### src/rtl/mem_sweep_bist.sv
// Memory sweep self-test engine: a second bus master that writes a pattern over a
// window of RAM, reads it back, and reports the mismatch count and first failing address.
module mem_sweep_bist #(
  parameter int                    ADDR_WIDTH = 16,
  parameter int                    DATA_WIDTH = 8,
  parameter int                    DEPTH      = 256,
  parameter logic [ADDR_WIDTH-1:0] BASE_ADDR  = '0,
  parameter int                    RD_LATENCY = 1,
  parameter int                    CNT_WIDTH  = 16
) (
  input  logic                  clk_i,
  input  logic                  reset_i,
  input  logic                  start_i,
  input  logic [1:0]            mode_i,
  input  logic                  bus_gnt_i,
  input  logic [DATA_WIDTH-1:0] mem_rdata_i,
  output logic                  bus_req_o,
  output logic [ADDR_WIDTH-1:0] mem_addr_o,
  output logic [DATA_WIDTH-1:0] mem_wdata_o,
  output logic                  mem_we_o,
  output logic                  mem_oe_o,
  output logic                  busy_o,
  output logic                  done_o,
  output logic                  pass_o,
  output logic [CNT_WIDTH-1:0]  fail_count_o,
  output logic [ADDR_WIDTH-1:0] first_fail_addr_o
);

  typedef enum logic [2:0] {
    S_IDLE,
    S_REQ,
    S_WR,
    S_RD,
    S_RDWAIT,
    S_REL
  } state_t;

  localparam int                    LAT_W     = (RD_LATENCY > 1) ? $clog2(RD_LATENCY) : 1;
  localparam logic [ADDR_WIDTH-1:0] LAST_IDX  = ADDR_WIDTH'(DEPTH - 1);
  localparam logic [LAT_W-1:0]      LAST_WAIT = LAT_W'(RD_LATENCY - 1);
  localparam logic [CNT_WIDTH-1:0]  CNT_MAX   = {CNT_WIDTH{1'b1}};

  state_t                state_q, state_d;
  logic [ADDR_WIDTH-1:0] idx_q, idx_d;
  logic [LAT_W-1:0]      wait_q, wait_d;
  logic [1:0]            mode_q, mode_d;
  logic [CNT_WIDTH-1:0]  fail_count_q, fail_count_d;
  logic [ADDR_WIDTH-1:0] first_fail_q, first_fail_d;
  logic                  pass_q, pass_d;

  logic [ADDR_WIDTH-1:0] cur_addr;
  logic [ADDR_WIDTH-1:0] walk_pos;
  logic [DATA_WIDTH-1:0] idx_rep;
  logic [DATA_WIDTH-1:0] cb_pat;
  logic [DATA_WIDTH-1:0] walk_pat;
  logic [DATA_WIDTH-1:0] pat;

  // Address arithmetic wraps naturally at 2^ADDR_WIDTH.
  assign cur_addr = BASE_ADDR + idx_q;
  assign walk_pos = idx_q % ADDR_WIDTH'(DATA_WIDTH);

  // Index is truncated or replicated bit-wise to fill the data width.
  for (genvar gi = 0; gi < DATA_WIDTH; gi++) begin : g_pat
    assign idx_rep[gi]  = idx_q[gi % ADDR_WIDTH];
    assign cb_pat[gi]   = idx_q[0] ^ ((gi % 2) == 0);
    assign walk_pat[gi] = (walk_pos == ADDR_WIDTH'(gi));
  end

  always_comb begin
    pat = idx_rep;
    unique case (mode_q)
      2'd0: pat = ~idx_rep;
      2'd1: pat = cb_pat;
      2'd2: pat = idx_rep;
      2'd3: pat = walk_pat;
      default: pat = idx_rep;
    endcase
  end

  always_ff @(posedge clk_i or posedge reset_i) begin
    if (reset_i) begin
      state_q      <= S_IDLE;
      idx_q        <= '0;
      wait_q       <= '0;
      mode_q       <= '0;
      fail_count_q <= '0;
      first_fail_q <= '0;
      pass_q       <= 1'b0;
    end else begin
      state_q      <= state_d;
      idx_q        <= idx_d;
      wait_q       <= wait_d;
      mode_q       <= mode_d;
      fail_count_q <= fail_count_d;
      first_fail_q <= first_fail_d;
      pass_q       <= pass_d;
    end
  end

  always_comb begin
    state_d      = state_q;
    idx_d        = idx_q;
    wait_d       = wait_q;
    mode_d       = mode_q;
    fail_count_d = fail_count_q;
    first_fail_d = first_fail_q;
    pass_d       = pass_q;
    bus_req_o    = 1'b0;
    mem_addr_o   = '0;
    mem_wdata_o  = '0;
    mem_we_o     = 1'b0;
    mem_oe_o     = 1'b0;
    done_o       = 1'b0;

    unique case (state_q)
      S_IDLE: begin
        if (start_i) begin
          state_d      = S_REQ;
          mode_d       = mode_i;
          idx_d        = '0;
          wait_d       = '0;
          fail_count_d = '0;
          first_fail_d = '0;
          pass_d       = 1'b0;
        end
      end

      S_REQ: begin
        bus_req_o = 1'b1;
        if (bus_gnt_i) state_d = S_WR;
      end

      S_WR: begin
        bus_req_o   = 1'b1;
        mem_addr_o  = cur_addr;
        mem_wdata_o = pat;
        if (bus_gnt_i) begin
          mem_we_o = 1'b1;
          if (idx_q == LAST_IDX) begin
            idx_d   = '0;
            state_d = S_RD;
          end else begin
            idx_d = idx_q + ADDR_WIDTH'(1);
          end
        end
      end

      S_RD: begin
        bus_req_o  = 1'b1;
        mem_addr_o = cur_addr;
        if (bus_gnt_i) begin
          mem_oe_o = 1'b1;
          wait_d   = '0;
          state_d  = S_RDWAIT;
        end
      end

      S_RDWAIT: begin
        bus_req_o  = 1'b1;
        mem_addr_o = cur_addr;
        if (!bus_gnt_i) begin
          // Losing the grant mid-read discards the access; it is reissued from RD.
          wait_d  = '0;
          state_d = S_RD;
        end else begin
          mem_oe_o = 1'b1;
          if (wait_q == LAST_WAIT) begin
            if (mem_rdata_i != pat) begin
              if (fail_count_q != CNT_MAX) fail_count_d = fail_count_q + CNT_WIDTH'(1);
              if (fail_count_q == '0) first_fail_d = cur_addr;
            end
            if (idx_q == LAST_IDX) begin
              state_d = S_REL;
            end else begin
              idx_d   = idx_q + ADDR_WIDTH'(1);
              state_d = S_RD;
            end
          end else begin
            wait_d = wait_q + LAT_W'(1);
          end
        end
      end

      S_REL: begin
        done_o  = 1'b1;
        pass_d  = (fail_count_q == '0);
        state_d = S_IDLE;
      end

      default: state_d = S_IDLE;
    endcase
  end

  assign busy_o            = (state_q != S_IDLE);
  assign pass_o            = pass_q;
  assign fail_count_o      = fail_count_q;
  assign first_fail_addr_o = first_fail_q;

endmodule
### config.mk
export PLATFORM = sky130hd
export DESIGN_NAME = mem_sweep_bist
export DESIGN_NICKNAME = d
export VERILOG_FILES = /design/src/rtl/mem_sweep_bist.sv
export SDC_FILE = /design/constraint.sdc
export NUM_CORES = 1
export LEC_CHECK = 0
export BUFFER_PORTS_ARGS = -buffer_cell sky130_fd_sc_hd__buf_2
export CORE_MARGIN = 2
export CORE_UTILIZATION = 50
export CTS_BUF_LIST = sky130_fd_sc_hd__clkbuf_8 sky130_fd_sc_hd__clkbuf_16
export CTS_CLUSTER_DIAMETER = 120
export CTS_CLUSTER_SIZE = 40
export DETAILED_ROUTE_END_ITERATION = 8
export PLACE_DENSITY_LB_ADDON = 0.08
export SLEW_MARGIN = 25
export SYNTH_ARGS = -nofsm -noshare
export SYNTH_HDL_FRONTEND = slang
export SYNTH_SLANG_ARGS = --single-unit
export TNS_END_PERCENT = 1
### constraint.sdc
create_clock -name clk_i -period 3.1 [get_ports clk_i]
set_input_delay 0.62 -clock clk_i [delete_from_list [all_inputs] [get_ports clk_i]]
set_output_delay 0.62 -clock clk_i [all_outputs]
set_load 0.005 [all_outputs]
Word level (Yosys, flattened, before mapping) --
Cells that the tools add are included.
Operators by class: $add $sub $neg 3, equal/unequal tests 30, mux-type cells 40, bitwise gates (word level) 2, reductions and logical operators 19
Operator list (number):
- $mux W16 | 15
- $pmux W16 S2 | 2
- $pmux W16 S3 | 1
- $add A16 B1 Y16 const B | 2
- $logic_not A16 Y1 | 2
- $pmux W8 S4 | 1
- $mux W3 | 8
- $reduce_and A6 Y1 | 4
- $ne A2 B2 Y1 const B | 11
- $eq A3 B3 Y1 const B | 6
- $eq A16 B8 Y1 const B | 1
- $ne A16 B16 Y1 const B | 1
- $pmux W3 S5 | 1
- $eq A3 B2 Y1 const B | 4
- $mux W1 | 9
- $reduce_bool A3 Y1 | 3
- $mux W8 | 1
- $ne A8 B8 Y1 | 1
- $not A8 Y8 | 1
- $eq A3 B1 Y1 const B | 2
- $eq A2 B2 Y1 const B | 2
- $reduce_and A2 Y1 | 2
- $reduce_bool A2 Y1 | 2
- $reduce_or A4 Y1 | 1
- 11 further kinds | 11
Storage, ports and cells: register bits 55, bits of input ports 14, output and inout port bits 62, word-level logic and storage cells 101

Depth between registers and ports, before layout --
Gate-level depths: netlist of run 1.
word-level depth 7, gate-level depth with buffers 11, gate-level depth less buffers 9

Least setup slack after synthesis of run 1 --
Ideal clock, no wire load.
path kind reg-to-reg, start reg idx_q[0], end reg first_fail_q[13], in the netlist first_fail_addr_o[13], setup time 0.125 ns, arrival time 2.425 ns, required time 2.975 ns, setup slack 0.550 ns, cell stages (with the launch flop) 11, path buffers 1, clock period less this slack 2.550 ns, cells stage by stage dfrtp_1 > buf_2 > inv_1 > ha_1 > and3_1 > o22ai_2 > xor2_1 > o21ai_1 > or4_4 > nand3_4 > mux2_2
Between the ends: cells in the longest elaborated chain, start to end 5, elaborated cells on any way between the ends 14, classes of those cells 9 x eq/ne; 1 x mux; 2 x bitwise; 2 x reduce/logical
Ends and longest elaborated chain:
- from (decl) | line 44 | logic [ADDR_WIDTH-1:0] idx_q, idx_d;
- from (signal assigned) | line 91 | idx_q <= idx_d;
- $logic_not A16 Y1, or another cell as far along | line 66 | assign walk_pat[gi] = (walk_pos == ADDR_WIDTH'(gi));
- $pmux W8 S4 (*) | line 71 | unique case (mode_q)
- $ne A8 B8 Y1 (*) | line 168 | if (mem_rdata_i != pat) begin
- $ne A2 B2 Y1 (no line) (*)
- $reduce_and A6 Y1 (no line) (*)
- to (signal assigned) | line 95 | first_fail_q <= first_fail_d;
- to (decl) | line 48 | logic [ADDR_WIDTH-1:0] first_fail_q, first_fail_d;
Every way passes the cells marked *; elsewhere a longest branch is shown, timed or not. A chain may end at the register's enable or synchronous reset.

Final worst setup path of run 1 --
start reg idx_q[0], end reg first_fail_q[3], in the netlist first_fail_addr_o[3]
The elaborated chain is that of the path after synthesis.

==> results.md, run 1 <==
* IO Port Bufs at 75
* Crit path arrival time at slightly above 3000 ps
* Dpl hpwl at approximately 6.6 mm
* ANT cells at 0
* Async SR Flop Fraction at 100%
* Number of I/O pins at 76
* WP data required at 3350 ps
* Worst Setup End Kind: flop
* CP Cell Sequence: ha_1 > ha_1 > mux2i_1 > mux2i_1 > xnor2_1 > nand3_1 > or4_4 > nand3_4 > buf_4 > mux2i_1
* Unique masters post-synth at 49
* DR pass1 iterations at 5
* Max Slew Vio Count at 0
* Initial antenna violation count at 0
* Synthesized cell area at around 3500 sq um
* DRC viols at 0
* Setup crit start kind: flop
* Nets at between 500 and 600
* Via count at 3,188
* Max-Cap Viols at 0
* Place WS at roughly 210 ps
* Layout area overhead at 17.3%
* Routability cong. at about 0.85
* Status: finished clean
* GRT Overall Usage at 23.7%
* CTS tree: yes
* H-tree Lvls at 2
* Power Density at slightly below 600 nW/um^2
* Clk_skew at 7.72 ps
* FP Rows at 30
* Period utilization at 91.6%
* Worst-skew pair later-pin latency at around 310 ps
* CP bufs+invs at 1
* Cell mode on critical path: mux2i_1
* Register area share after synthesis at 38.7%
* Layout cell share with drive strength beyond 1 at about a quarter
* DP Area at ~4000 sq um
* Post-route cell area at about 4100 sq um
* Grt ovf at 0
* Crit path kind: reg -> reg
* CP max stage cell: or4_4
* Post-Route WL at around 9 mm
* Syn_nets at 429
* Initial Util at between 50% and 60%
* Worst VDD drop at 0.231 mV
* Die height at 87.6 um
* Core ar. at 6790 sq um
* Commonest non-fill, non-tap cell in the layout: buf_2
* Ys Warns at 0
* CTS Sinks at 54
* Number of synthesized flops with an enable pin at 0
* Number of buffers created by CTS at 5
* Worst-case clock buffer depth at 2
* Antenna Nets Post-Route at 0
* Clock root buffer master: clkbuf_8
* Worst setup margin at ~260 ps
* Final min period at roughly 2800 ps
* Routed len/inst at between 15 and 20 um
* Full die area at between 7000 and 8000 sq um
* Vias in the first global route at ~3,000
* Min-delay worst type: in -> async
* Util after Layout at 60.3%
* Most frequent cells in the layout: buf_2 (75), dfrtp_1 (53), nand2_1 (48)
* RSZ-0062 raised after global routing: no
* Worst Max-Slew Pin Slew at around 740 ps
* Layout fillers at 637
* CP max FO at 11
* 1st-iter DRT viols at between 150 and 200
* Global-route wire length before repair at between 10 and 15 mm
* Yosys reg bits at 54
* Largest net degree at the start of global routing at 23
* Via density at roughly 5.5
* Hold Buf Count CTS at 0
* Pleak at a little over 2 nW
* Crit path max-delay family: simple AND/OR/NAND/NOR gates
* Max Fclk at around 350 MHz
* Main synth FF type: dfrtp_1
* Clock transition at path regs at 110 ps
* Mapped Cells at around 410
* Setup TNS at 0 ps
* Die width at roughly 88 um
* Syn Area/Cell at about 8.6 sq um
* Setup Buffers After CTS at 0
* Final hold vios at 0
* Rel. slew slack at approximately half
* Worst path max stage delay at ~610 ps
* Setup violators final at 0
worst paths after layout:
check	startpoint	end	slack (ps)	depth (start not counted)
hold / removal	reset_i	first_fail_addr_o[12]	270	2
hold reg to reg	first_fail_addr_o[8]	first_fail_addr_o[8]	520	2
setup reg to reg	idx_q[0]	first_fail_addr_o[3]	260	10
max in group asynchronous	reset_i	first_fail_addr_o[0]	2220	3
min in group clk_i	first_fail_addr_o[8]	first_fail_addr_o[8]	520	2
setup / recovery	idx_q[0]	first_fail_addr_o[3]	260	10
what timing repair did:
item / CTS / global route
gates resized for setup: 0 / 1
hold endpoints to repair: 0 / 0
setup endpoints to repair: 0 / 3
metal layers:
metal	wire length [um]	global-route usage [%]	share of wire, %
met5	0	0	0
met4	95	6.15	1.1
met3	424	3.77	4.8
met2	4340	39.0	49
met1	4050	32.9	45
worst register-to-register path, delay by kind of cell, from the launching register on:
kind          cells  cell delay [ps]
mux               3              480
flops             1              490
xor+xnor          1              140
fa+ha+maj         2              480
simple gates      3              950
buf+inv           1              220
synth_stat cells, types with 2 or more instances:
master | n | area, sq um
nand2_1 | 48 | 180
ha_1 | 8 | 100
o21ai_0 | 21 | 105
inv_1 | 24 | 90.1
nand2b_1 | 5 | 31.3
and2_1 | 4 | 25.0
clkbuf_1 | 11 | 41.3
nor2b_1 | 20 | 125
o22ai_2 | 2 | 25.0
buf_4 | 2 | 15.0
clkbuf_2 | 2 | 10.0
a31oi_1 | 4 | 25.0
nor3_1 | 7 | 35.0
xnor2_1 | 8 | 70.1
nor2_1 | 45 | 169
buf_2 | 3 | 15.0
o31ai_1 | 17 | 128
o21ai_1 | 6 | 30.0
o41ai_1 | 3 | 26.3
mux2_1 | 3 | 33.8
a21o_1 | 4 | 30.0
xor2_1 | 15 | 131
dfrtp_1 | 54 | 1350
nand3_1 | 19 | 95.1
buf_6 | 2 | 22.5
mux2i_1 | 18 | 180
and3_1 | 8 | 50.1
a21oi_1 | 7 | 35.0
o22ai_1 | 2 | 12.5
mux2_2 | 3 | 33.8
o21a_1 | 2 | 15.0
nor4_1 | 8 | 50.1
nand4_1 | 5 | 31.3
nor3b_1 | 2 | 15.0
state kept, by name, summed over array words and instances (netlist names):
register	cells
fail_count_o	16
first_fail_addr_o	16
idx_q	16
mode_q	2
pass_o	1
state_q	3
power by group:
| group | leakage [nW] | internal (mW) | switching (mW) |
|---|---|---|---|
| Sequential | 0.744 | 0.754 | 0.0888 |
| Clock | 0.0514 | 0.185 | 0.253 |
| Combinational | 1.25 | 0.458 | 0.685 |
stage by stage:
stage	hold WS, ps	total power [mW]	std cells
5_1_grt	282	2.59	582
6_report	268	2.42	582
2_1_floorplan	489	1.70	407
3_5_place_dp	506	2.00	574
3_3_place_gp	488	1.97	574
4_1_cts	275	2.43	582
layout make-up:
class / instances / area (sq um) / share of cell area [%]
multi-input cells: 308 / 1930 / 47.1
flip-flops and latches: 54 / 1350 / 33.0
repair buffers: 92 / 503 / 12.3
well taps: 96 / 120 / 2.93
inverters: 24 / 90.1 / 2.20
clock buffers: 6 / 82.6 / 2.02
clock inverters: 2 / 17.5 / 0.427
logic make-up (layout without fill, tap and decap cells):
logic type / after synthesis / count (layout) / synth area share [%]
and+or+nand+nor: 180 / 180 / 25.8
AOI/OAI and AO/OA: 73 / 73 / 13.7
buffers and inverters: 45 / 124 / 6.12
muxes: 24 / 24 / 7.09
DFF: 54 / 54 / 38.7
adders and majority gates: 8 / 8 / 2.86
xor gates and xnor gates: 23 / 23 / 5.76
No activity file was read; power rests on OpenSTA's default activity.
==> inputs of run 2 (changes only) <==
- CORE_ASPECT_RATIO: unset -> 1.4
- CORE_UTILIZATION: 50 -> 55
- CTS_CLUSTER_DIAMETER: 120 -> 150
==> run 2 against run 1 <==
  * Register-to-register slack about the same
  * Clock skew grew 3.3 ps
  * Non-clock buffer count shrank 2
  * Count of clock-buffer cells in the layout shrank 1
  * Sequential share of layout area up 0.43 points
  * Critical endpoint is now first_fail_addr_o[15]
  * Flip-flop and latch count did not move
  * Highest routed layer unchanged
  * Largest power group unchanged
==> results.md, run 2 (synthesis gave the netlist of run 1 again) <==
* Number of buffers created by CTS at 5
* Setup Buffers After CTS at 0
* 1st-iter DRT viols at about 200
* Worst VDD drop at between 0.3 and 0.4 mV
* Die height at 98.3 um
* Worst-case clock buffer depth at 2
* Layout cell share with drive strength beyond 1 at between 20% and 30%
* Setup crit start kind: flop
* Worst path max stage delay at between 500 and 600 ps
* Power Density at between 500 and 600 nW/um^2
* CP Cell Sequence: inv_1 > ha_1 > and3_1 > o22ai_2 > xor2_1 > o21ai_1 > or4_4 > nand3_4 > buf_4 > mux2i_1
* Setup violators final at 0
* Max Slew Vio Count at 0
* Grt ovf at 0
* Clk_skew at ~11 ps
* Crit path arrival time at 3080 ps
* Routed len/inst at 16.2 um
* CP max FO at 12
* Worst Max-Slew Pin Slew at between 600 and 700 ps
* Status: finished clean
* Pleak at between 2 and 2.5 nW
* Crit path kind: reg -> reg
* Crit path max-delay family: simple AND/OR/NAND/NOR gates
* Vias in the first global route at roughly 3,100
* ANT cells at 0
* CP max stage cell: or4_4
* Via density at between 5 and 6
* Initial Util at roughly 57%
* Period utilization at around nine tenths
* Rel. slew slack at between 50 and 60%
* Hold Buf Count CTS at 0
* Clock root buffer master: clkbuf_8
* Via count at between 3,000 and 4,000
* WP data required at 3340 ps
* Global-route wire length before repair at approximately 15 mm
* Worst Setup End Kind: flop
* Initial antenna violation count at 0
* Worst-skew pair later-pin latency at between 300 and 400 ps
* CTS Sinks at 54
* Max-Cap Viols at 0
* FP Rows at 34
* Setup TNS at 0 ps
* Full die area at 7020 sq um
* CP bufs+invs at 2
* Antenna Nets Post-Route at 0
* Max Fclk at about 350 MHz
* Final hold vios at 0
* Die width at about 70 um
* Clock transition at path regs at 110 ps
* Most frequent cells in the layout: buf_2 (75), dfrtp_1 (52), nand2_1 (48)
* CTS tree: yes
* DRC viols at 0
* IO Port Bufs at between 70 and 80
* Number of I/O pins at 76
* Layout fillers at between 500 and 600
* Layout area overhead at 15.9%
* Nets at between 500 and 600
* Post-CTS sizing at 1
* H-tree Lvls at 2
* Core ar. at 6170 sq um
* Commonest non-fill, non-tap cell in the layout: buf_2
* GRT Overall Usage at a little over a quarter
* Sequential cell area at 1350 sq um
* Post-route cell area at 4050 sq um
* Min-delay worst type: in -> async
* Largest net degree at the start of global routing at 27
* RSZ-0062 raised after global routing: no
* DR pass1 iterations at 4
* DP Area at ~3900 sq um
* Post-Route WL at 9.01 mm
* Footprint of the multi-input gates at ~1900 sq um
* Final min period at between 2000 and 3000 ps
* Dpl hpwl at 6.78 mm
* Routability cong. at between 0.8 and 0.9
[run 2: cell count changes in the layout (fill, tap and decap cells not counted)]
| cell | before | now |
|---|---|---|
| dfrtp_1 | 53 | 52 |
| buf_4 | 17 | 15 |
| clkinv_4 | 2 | 1 |
| clkbuf_8 | 6 | 5 |
| dfrtp_2 | 1 | 2 |
| inv_6 | 0 | 2 |
[run 2: stage by stage]
stage / worst slack [ps] / hold WS (ps) / utilization [%] / power [mW] / instances
final: 263 / 231 / 65.6 / 2.38 / 556
after global routing: 52.2 / 247 / 65.6 / 2.56 / 556
after CTS: 126 / 232 / 65.6 / 2.40 / 556
after detailed placement: 161 / 479 / 64.0 / 1.97 / 548
after global placement: 248 / 472 / 64.0 / 1.94 / 548
after floorplan: 550 / 489 / - / 1.70 / 407
[run 2: final cells by class]
class,count,share of cell area [%]
inverters,24,2.22
clock buffers,5,1.70
well taps,72,2.22
flip-flops and latches,54,33.4
multi-input cells,308,47.7
repair buffers,90,12.1
clock inverters,3,0.649
[run 2: path summary, 6_finish.rpt]
kind / start / to / slack (ps) / cells after the start
hold reg to reg: first_fail_addr_o[0] / first_fail_addr_o[0] / 500 / 1
setup / recovery: idx_q[0] / first_fail_addr_o[15] / 260 / 10
hold / removal: reset_i / fail_count_o[5] / 230 / 2
min in group clk_i: first_fail_addr_o[0] / first_fail_addr_o[0] / 500 / 1
setup reg to reg: idx_q[0] / first_fail_addr_o[15] / 260 / 10
max in group asynchronous: reset_i / mode_q[1] / 2200 / 3
[run 2: power breakdown]
group | switching, mW | internal, mW
clock network | 0.260 | 0.167
logic | 0.642 | 0.446
registers | 0.114 | 0.754
[run 2: layer usage]
layer | wire (um) | share of wire [%] | vias up | global-route usage [%]
li1 | - | - | 1556 | -
met1 | 3540 | 39 | 1559 | 31.5
met2 | 4830 | 54 | 102 | 47.9
met3 | 469 | 5.2 | 12 | 4.02
met4 | 168 | 1.9 | 0 | 8.56
met5 | 0 | 0 | - | 0
[run 2: worst reg2reg max path, stage by stage (launching register included)]
cell and delay (ps):
dfrtp_2 480, inv_1 180, ha_1 250, and3_1 180, o22ai_2 200, xor2_1 170, o21ai_1 130, or4_4 590
nand3_4 120, buf_4 260, mux2i_1 210
==> inputs of run 3 (changes only) <==
- PLACE_DENSITY_LB_ADDON: 0.08 -> 0.15
- TNS_END_PERCENT: 1 -> unset
==> run 3 against run 2 <==
  * Core utilization is 0.41 points higher
  * Non-clock buffer count stayed put
  * Via count is 2.5% lower
  * Largest cell class unchanged
  * Flip-flop and latch count stayed put
  * First-iteration DRC count is 32% higher
  * Wire length is 6.2% lower
  * Critical path type unchanged
  * Sequential power is 0.6% lower
  * Clock power is 16% higher
  * Sequential share of layout area is 0.24 points lower
  * Fmax is 0.62% lower
  * Worst setup slack worse by 18 ps
  * Combinational power hardly changed
==> results.md, run 3 (synthesis gave the netlist of run 1 again) <==
* Fin cells at about 560
* Switch share at between 40% and 50%
* Hold Buf Count CTS at 0
* Routability cong. at about 0.87
* Status: finished clean
* Footprint of the multi-input gates at between 1500 and 2000 sq um
* Seq pwr share at a little over a third
* P_sw at about 1 mW
* Routed len/inst at 15.2 um
* Full die area at about 7000 sq um
* Most frequent cells in the layout: buf_2 (75), dfrtp_1 (53), nand2_1 (48)
* Grt ovf at 0
* Commonest non-fill, non-tap cell in the layout: buf_2
* Via density at about 5.7
* DP Area at 3950 sq um
* CTS Sinks at 54
* Worst-skew pair later-pin latency at roughly 320 ps
* Rel. slew slack at between 50% and 60%
* Util after Layout at around two thirds
* Crit path kind: reg -> reg
* Worst-case clock buffer depth at 2
* Global-route wire length before repair at between 10 and 15 mm
* FF-to-FF setup slack at around 250 ps
* Post-route cell area at between 4000 and 5000 sq um
* Crit path arrival time at 3100 ps
* Number of I/O pins at 76
* H-tree Lvls at 2
* Final min period at 2850 ps
* Layout fillers at ~570
* ANT cells at 0
* Number of buffers created by CTS at 5
* Layout area overhead at 16.6%
* WHS at around 250 ps
* Worst VDD drop at 0.291 mV
* Min-delay worst type: in -> async
* Crit path launch: idx_q[0]
* Placed Cells at between 500 and 600
* Critical R2R Launch: idx_q[0]
* Comb pwr share at between 40 and 50%
* WP data required at about 3300 ps
* Cell-internal power at 1.44 mW
* 1st-iter DRT viols at roughly 270
* Setup crit start kind: flop
* Power Density at about 600 nW/um^2
* Largest net degree at the start of global routing at 39
* RSZ-0062 raised after global routing: no
* Initial Util at 56.7%
* Max Slew Vio Count at 0
* Clock root buffer master: clkbuf_8
* Met3 usage at about 4.7%
* Period utilization at ~90%
* Core ar. at approximately 6200 sq um
* CP max FO at 12
* IO Port Bufs at 75
* Post-Route WL at 8.45 mm
* Pleak at 2.04 nW
* Max Fclk at between 300 and 400 MHz
* Setup TNS at 0 ps
* Dpl hpwl at roughly 6.3 mm
* Die width at about 71 um
* Worst Setup End Kind: flop
* Nets at around 510
* Max-Cap Viols at 0
* Clock share of power at 20.3%
* Worst Max-Slew Pin Slew at 644 ps
* Vias in the first global route at 2,944
* Via count at roughly 3,100
* Gr busiest metal: met2
* Layout cell share with drive strength beyond 1 at 23.6%
* DRC viols at 0
* Initial antenna violation count at 0
* DR pass1 iterations at 4
* FP Rows at 34
* GRT Overall Usage at about 25%
* Setup violators final at 0
* Antenna Nets Post-Route at 0
* Post-CTS sizing at 0
* M2 GR Usage at 42.7%
* M1 GR Usage at roughly 32%
* Clk_skew at about 13 ps
* Setup Buffers After CTS at 0
* Clock transition at path regs at 110 ps
* Sequential cell area at 1350 sq um
* Die height at slightly below 100 um
* Final hold vios at 0
* CTS tree: yes
## run 3: cell count changes in the layout (fill, tap and decap cells not counted), sizes merged
cell    previous run  this run
bufinv             0         1
inv               26        25
## run 3: power by group through the flow
stage          clock network (mW)  logic, mW  registers [mW]
2_1_floorplan                   0      0.897           0.802
3_3_place_gp                    0       1.07           0.870
3_5_place_dp                    0       1.08           0.873
4_1_cts                     0.500       1.08           0.859
5_1_grt                     0.538       1.20           0.875
6_report                    0.497       1.08           0.863
## run 3: worst paths after layout
| kind | endpoint | cells past startpoint |
|---|---|---|
| setup / recovery | first_fail_addr_o[11] | 10 |
| hold / removal | first_fail_addr_o[11] | 2 |
| min in group clk_i | first_fail_addr_o[13] | 1 |
| setup reg to reg | first_fail_addr_o[11] | 10 |
| max in group asynchronous | idx_q[0] | 3 |
| hold reg to reg | first_fail_addr_o[13] | 1 |
## run 3: critical path: stages (launching register included)
cell	delay [ps]
dfrtp_2	490
ha_1	260
ha_1	190
mux2i_1	150
mux2i_1	130
xnor2_1	150
nand3_1	160
or4_4	630
nand3_4	120
buf_4	260
mux2i_1	250
## run 3: cell type report
class / count / share of cell area, %
multi-input cells: 308 / 47.5
flip-flops and latches: 54 / 33.2
repair buffers: 90 / 12.0
inverters: 24 / 2.21
well taps: 72 / 2.21
clock buffers: 5 / 1.69
clock inverters: 3 / 1.17
## run 3: per-stage QoR
step	setup slack [ps]	power (mW)
after floorplan	550	1.70
after global placement	234	1.94
after detailed placement	150	1.95
after CTS	140	2.44
after global routing	76.5	2.61
final	246	2.44
## run 3: routing by layer
metal | vias to the layer above | wire length, um
met5 | - | 0
met4 | 0 | 121
met3 | 10 | 370
met2 | 75 | 4380
met1 | 1509 | 3590
li1 | 1555 | -
